$ cat src/rtl/captura_numero.sv
// captura_numero: input stage for the 4-bit number decoder.
// Synchronises the raw switches and push-button, debounces the button, and
// latches the switch value once per confirmed press. Values above MAX_VALUE
// raise erro instead of pulsing ready.
//
// state        | meaning
// -------------+---------------------------------------------------------
// OCIOSO       | idle, waiting for the synchronised button to go high
// FILTRA_PRESS | button high, counting stable cycles before accepting it
// CAPTURA      | one cycle: latch sw_s (or flag erro if out of range)
// ESPERA_SOLTA | value taken, waiting for the button to be released
// FILTRA_SOLTA | button low, counting stable cycles before re-arming
module captura_numero #(
    parameter int DEBOUNCE_CYCLES = 16,
    parameter int CNT_W           = 5,
    parameter int MAX_VALUE       = 9
) (
    input  logic       clock,
    input  logic       reset,
    input  logic [3:0] sw,
    input  logic       botao,
    output logic       A,
    output logic       B,
    output logic       C,
    output logic       D,
    output logic       ready,
    output logic       erro,
    output logic       ocupado
);

    typedef enum logic [2:0] {
        OCIOSO,
        FILTRA_PRESS,
        CAPTURA,
        ESPERA_SOLTA,
        FILTRA_SOLTA
    } estado_t;

    localparam logic [CNT_W-1:0] CNT_FIM = CNT_W'(DEBOUNCE_CYCLES - 1);
    localparam logic [31:0]      MAX_U   = 32'(MAX_VALUE);

    estado_t          estado;
    estado_t          prox;
    logic             b_m;
    logic             b_s;
    logic [3:0]       sw_m;
    logic [3:0]       sw_s;
    logic [CNT_W-1:0] cnt;
    logic             cnt_clr;
    logic             cnt_inc;
    logic             captura;
    logic             valor_ok;

    assign valor_ok = ({28'd0, sw_s} <= MAX_U);
    assign ocupado  = (estado != OCIOSO);

    // Two-flop synchronisers for the asynchronous button and switches.
    always_ff @(posedge clock or posedge reset) begin
        if (reset) begin
            b_m  <= 1'b0;
            b_s  <= 1'b0;
            sw_m <= 4'd0;
            sw_s <= 4'd0;
        end else begin
            b_m  <= botao;
            b_s  <= b_m;
            sw_m <= sw;
            sw_s <= sw_m;
        end
    end

    // State register.
    always_ff @(posedge clock or posedge reset) begin
        if (reset) begin
            estado <= OCIOSO;
        end else begin
            estado <= prox;
        end
    end

    // Next-state logic plus counter and capture strobes.
    always_comb begin
        prox    = estado;
        cnt_clr = 1'b0;
        cnt_inc = 1'b0;
        captura = 1'b0;
        case (estado)
            OCIOSO: begin
                if (b_s) begin
                    cnt_clr = 1'b1;
                    prox    = FILTRA_PRESS;
                end
            end
            FILTRA_PRESS: begin
                if (!b_s) begin
                    prox = OCIOSO;
                end else if (cnt == CNT_FIM) begin
                    prox = CAPTURA;
                end else begin
                    cnt_inc = 1'b1;
                end
            end
            CAPTURA: begin
                captura = 1'b1;
                prox    = ESPERA_SOLTA;
            end
            ESPERA_SOLTA: begin
                if (!b_s) begin
                    cnt_clr = 1'b1;
                    prox    = FILTRA_SOLTA;
                end
            end
            FILTRA_SOLTA: begin
                if (b_s) begin
                    prox = ESPERA_SOLTA;
                end else if (cnt == CNT_FIM) begin
                    prox = OCIOSO;
                end else begin
                    cnt_inc = 1'b1;
                end
            end
            default: prox = OCIOSO;
        endcase
    end

    // Debounce counter; stops at the terminal count because the state
    // moves on there, and is cleared on entry to each filter state.
    always_ff @(posedge clock or posedge reset) begin
        if (reset) begin
            cnt <= '0;
        end else if (cnt_clr) begin
            cnt <= '0;
        end else if (cnt_inc) begin
            cnt <= cnt + CNT_W'(1);
        end
    end

    // Registered outputs: value and ready change together, erro is sticky.
    always_ff @(posedge clock or posedge reset) begin
        if (reset) begin
            {A, B, C, D} <= 4'd0;
            ready        <= 1'b0;
            erro         <= 1'b0;
        end else begin
            ready <= captura && valor_ok;
            if (captura) begin
                if (valor_ok) begin
                    {A, B, C, D} <= sw_s;
                    erro         <= 1'b0;
                end else begin
                    erro <= 1'b1;
                end
            end
        end
    end

endmodule

$ cat config.mk
export PLATFORM = sky130hd
export DESIGN_NAME = captura_numero
export DESIGN_NICKNAME = d
export VERILOG_FILES = /design/src/rtl/captura_numero.sv
export SDC_FILE = /design/constraint.sdc
export NUM_CORES = 1
export LEC_CHECK = 0
export BUFFER_PORTS_ARGS = -buffer_cell sky130_fd_sc_hd__buf_4
export CELL_PAD_IN_SITES_DETAIL_PLACEMENT = 1
export CELL_PAD_IN_SITES_GLOBAL_PLACEMENT = 1
export CORE_MARGIN = 2
export CORE_UTILIZATION = 43
export DETAILED_ROUTE_END_ITERATION = 10
export PLACE_DENSITY = 0.82
export SYNTH_ARGS = -nofsm -noshare
export SYNTH_HDL_FRONTEND = slang
export SYNTH_SLANG_ARGS = --single-unit
$ cat constraint.sdc
create_clock -name clock -period 2.25 [get_ports clock]
set_input_delay 0.1125 -clock clock [delete_from_list [all_inputs] [get_ports clock]]
set_output_delay 0.1125 -clock clock [all_outputs]
set_load 0.05 [all_outputs]
### Yosys cells after proc, flatten, opt, wreduce, memory -nomap -nowiden

Cells that the tools add are included.

* logic and storage cells: 47
* memory bits (writable): 0
* bits in latches: 0
* output and inout port bits: 7
* ROM bits: 0
* memories: 0
* register bits after elaboration: 24

* shift-type cells: 0
* bitwise gates (word level): 0
* reductions and logical operators: 6
* magnitude comparators: 1
* equality and inequality tests: 9
* $add $sub $neg: 1
* $mul: 0
* divide/modulo/power cells: 0
* muxes and demuxes: 18

Operators with widths (count)
* two-way mux 3 bit: 6
* case mux 3 bit (5 select lines): 1
* two-way mux 5 bit: 2
* two-way mux 1 bit: 7
* == test 3 x 2 -> 1 bit, second input constant: 2
* != test 3 bit, second input constant: 2
* adder 5 x 1 -> 5 bit, second input constant: 1
* == test 5 x 4 -> 1 bit, second input constant: 1
* <= comparator 4 bit, second input constant: 1
* != test 2 bit, second input constant: 2
* case mux 1 bit (2 select lines): 2
* AND reduction 4 bit: 1
* == test 3 x 1 -> 1 bit, second input constant: 1
* == test 3 bit, second input constant: 1
* logical NOT 3 bit: 1
* nonzero test 3 bit: 1
* AND reduction 2 bit: 1
* nonzero test 2 bit: 1
* logical AND 1 bit: 1

### Depth between registers and ports, before layout

* depth after elaboration: 6
* depth in mapped cells: 6
* mapped depth without buffers: 6

### Worst setup path after synthesis

No wires, ideal clock.

* kind: reg2reg
* start: register cnt[0]
* end: register cnt[1]
* data arrival time: 1.558 ns
* data required time: 2.125 ns
* stages on the path, launching flop included: 7
* setup slack: 0.567 ns
* path buffers: 0
* cell sequence: dfrtp_1 -> ha_1 -> and3_1 -> ha_1 -> nor2_1 -> o21ai_1 -> mux2_4

* cells in the longest elaborated chain, start to end: 5

Ends and longest elaborated chain
* from (decl): line 48 `logic [CNT_W-1:0] cnt;`
* from (signal assigned): line 134 `cnt <= cnt + CNT_W'(1);`
* == test 5 x 4 -> 1 bit: line 97, 116
* two-way mux 1 bit: line 97, 116
* two-way mux 1 bit, on equally long branches: line 114, 95
* case mux 1 bit (2 select lines): line 87 `case (estado)`
* nonzero test 2 bit (no source line)

Several ways; a longest one is shown, not always the timed one. The select of a mux whose other input is x is not followed.
A chain may end at the register's enable or synchronous reset.

### Worst setup path in the final report

Same ends and word-level chain as after synthesis.

==> results.toml <==
[outcome]
status = "complete, but fails checks"
violations = "negative hold slack"

[cells_and_area]
design_area_mm2 = 0.00117
num_antenna_cells = 0
fillers = 232
final_cell_mix = "dfrtp_1 (24), buf_4 (13), a21oi_1 (5), dlygate4sd3_1 (5)"
syn2layout_area_growth_pct = 20.4
utilization = 0.538
drive_gt1_frac = 0.221
final_nets = 105
finalNonFillerCells = 123
final_common_cell = "dfrtp_1"

[power]
p_leak_uw = 0.000592
p_per_area_mw_per_mm2 = 768
total_power_uw = 896
ir_drop_uv = 456

[grt]
antenna_found_initial = 0
grt_max_degree = 25
grt_pass1_vias = 694
overflow = 0
grt_pass1_wl_um = 3260
grt.total_usage = 0.174

[floorplanning]
initial_utilization = 0.447
die_h_um = 51.5
die_x_um = 51.5
rows = 17
die_area_mm2 = 0.00265
ios = 14
core_area_mm2 = 0.00217

[clock_tree]
cts_tree = "yes"
cts-root-buf = "clkbuf_4"
clockBufferDepth = 2
numCtsBuffers = 3
h-tree-depth = 1
clock_sinks = 24
ctsResizeCount = 0
clk_pin_slew_worst_paths_ns = 0.13
worstSkewPairLatency_ns = 0.31

[place]
place_inst = 114
place_congestion = 0.873
placed_area_mm2 = 0.00108
numPortBuffers = 13

[setup_path]
path_class = "reg2reg"
cp_max_fo = 4
arrival_ns = 2.12
timing.rr.end = "cnt[1]$_DFFE_PP0P_"
required_ns = 2.47
reg2reg_from = "cnt[0]$_DFFE_PP0P_"
reg2reg_slack_ns = 0.34
ff2ff_path_depth = 6
start_kind = "flop"
endpoint_kind = "flop"

[synthesis]
ys_types = 26
mappedNetlistNets = 85
ys_ff_latch = 24
avgSynthCellArea_um2 = 12.8
yosysSeqAreaShare = 0.619
syn_inst = 76
syn_area_um2 = 970
synth_warnings = 0

[sta]
finClkSkew_ns = 0.0131
slew_headroom = 0.407
fin_tns_setup_ns = 0
slew_violations = 0
rsz0062_at_grt = "false"
fin_crit_sh = 0.848
holdWs_ns = -0.0243
setup_viol = 0
fmax_mhz = 524
hold_violations = 24
worst_pin_slew_ns = 0.888
period_minus_slack_ns = 1.91

[route]
drc = 0
dr.pass1.iters = 4
wl_per_cell_um = 15.2
vias = 655
totalWireLength_um = 1870
viasPerCell = 5.33
ant_nets = 0
drtIter0Drc = 3

[run]
maxCapViolCount = 0

[min_path]
min_path_type = "in2async"
## where the power goes
part	switching (µW)	internal, µW
clock network	124	98.7
registers	37.4	474
logic	87.7	74.8
## worst max path at each step
| stage | to | start |
|---|---|---|
| 4_1_cts | cnt[1]$_DFFE_PP0P_ | cnt[0]$_DFFE_PP0P_ |
| 6_report | cnt[1]$_DFFE_PP0P_ | cnt[0]$_DFFE_PP0P_ |
| 3_5_place_dp | cnt[1]$_DFFE_PP0P_ | cnt[0]$_DFFE_PP0P_ |
| 2_1_floorplan | cnt[1]$_DFFE_PP0P_ | cnt[0]$_DFFE_PP0P_ |
| 5_1_grt | cnt[1]$_DFFE_PP0P_ | cnt[0]$_DFFE_PP0P_ |
| 3_3_place_gp | cnt[1]$_DFFE_PP0P_ | estado[0]$_DFFE_PP0P_ |
## metal layers
metal	global-route usage	up-vias	wire length [µm]
met5	0	-	0
met4	0.105	0	51
met3	0.0380	6	37
met2	0.286	15	992
met1	0.206	328	790
li1	-	306	-
## sequential cells by signal, summed over array words and instances (netlist names)
register	cells
D	1
A	1
ready	1
sw_s	4
b_m	1
B	1
estado	3
C	1
erro	1
b_s	1
sw_m	4
cnt	5
## stage by stage
stage	hold WS, ns	setup slack (ns)
after floorplan	0.127	0.567
after global placement	0.222	0.522
after detailed placement	0.224	0.387
after CTS	0.00584	0.363
after global routing	0.0542	0.296
final	-0.0243	0.343
## cell usage after synthesis
cell,count,area share
a21oi_1,5,0.026
and2b_1,2,0.015
and3_1,3,0.019
and3b_1,1,0.0090
buf_2,2,0.010
buf_6,1,0.012
dfrtp_1,24,0.62
ha_1,2,0.026
inv_1,4,0.015
mux2_2,3,0.035
mux2_4,1,0.015
mux2i_1,4,0.041
nand2b_1,1,0.0065
nand3_1,4,0.021
nand3b_1,1,0.0077
nand4bb_1,1,0.012
nor2_1,4,0.015
nor2b_1,1,0.0065
nor3b_1,2,0.015
nor4b_1,1,0.0090
o211ai_1,2,0.015
o21a_1,1,0.0077
o21ai_1,2,0.010
o22ai_1,2,0.013
or3_1,1,0.0065
or4b_1,1,0.010
## logic make-up (layout without fill, tap and decap cells)
kind of cell,Yosys count,in the layout,synth area share
flip-flops,24,24,0.619
multiplexers,8,8,0.0916
adder cells (fa/ha/maj),2,2,0.0258
AO/OA/AOI/OAI,12,12,0.0723
AND/OR/NAND/NOR,23,23,0.154
buffers and inverters,7,26,0.0374
## critical path: stages (launching register included)
cell,delay [ns]
dfrtp_1,0.45
ha_1,0.25
and3_1,0.20
ha_1,0.23
nor2_1,0.18
o21ai_1,0.18
mux2_4,0.33
## final cells by class
type / count / area [µm²] / share of cell area
tap: 28 / 35.0 / 0.0300
timing repair buffer: 18 / 148 / 0.126
inverter: 4 / 15.0 / 0.0129
sequential: 24 / 601 / 0.514
clock buffer: 4 / 36.3 / 0.0311
multi-input combinational: 45 / 333 / 0.285
## timing repair
| item | in CTS | in global routing |
|---|---|---|
| setup endpoints to repair | 0 | 0 |
| hold endpoints to repair | 5 | 0 |
| hold buffers | 5 | 0 |
| buffers inserted | 0 | 0 |
No activity file was read; power rests on OpenSTA's default activity.
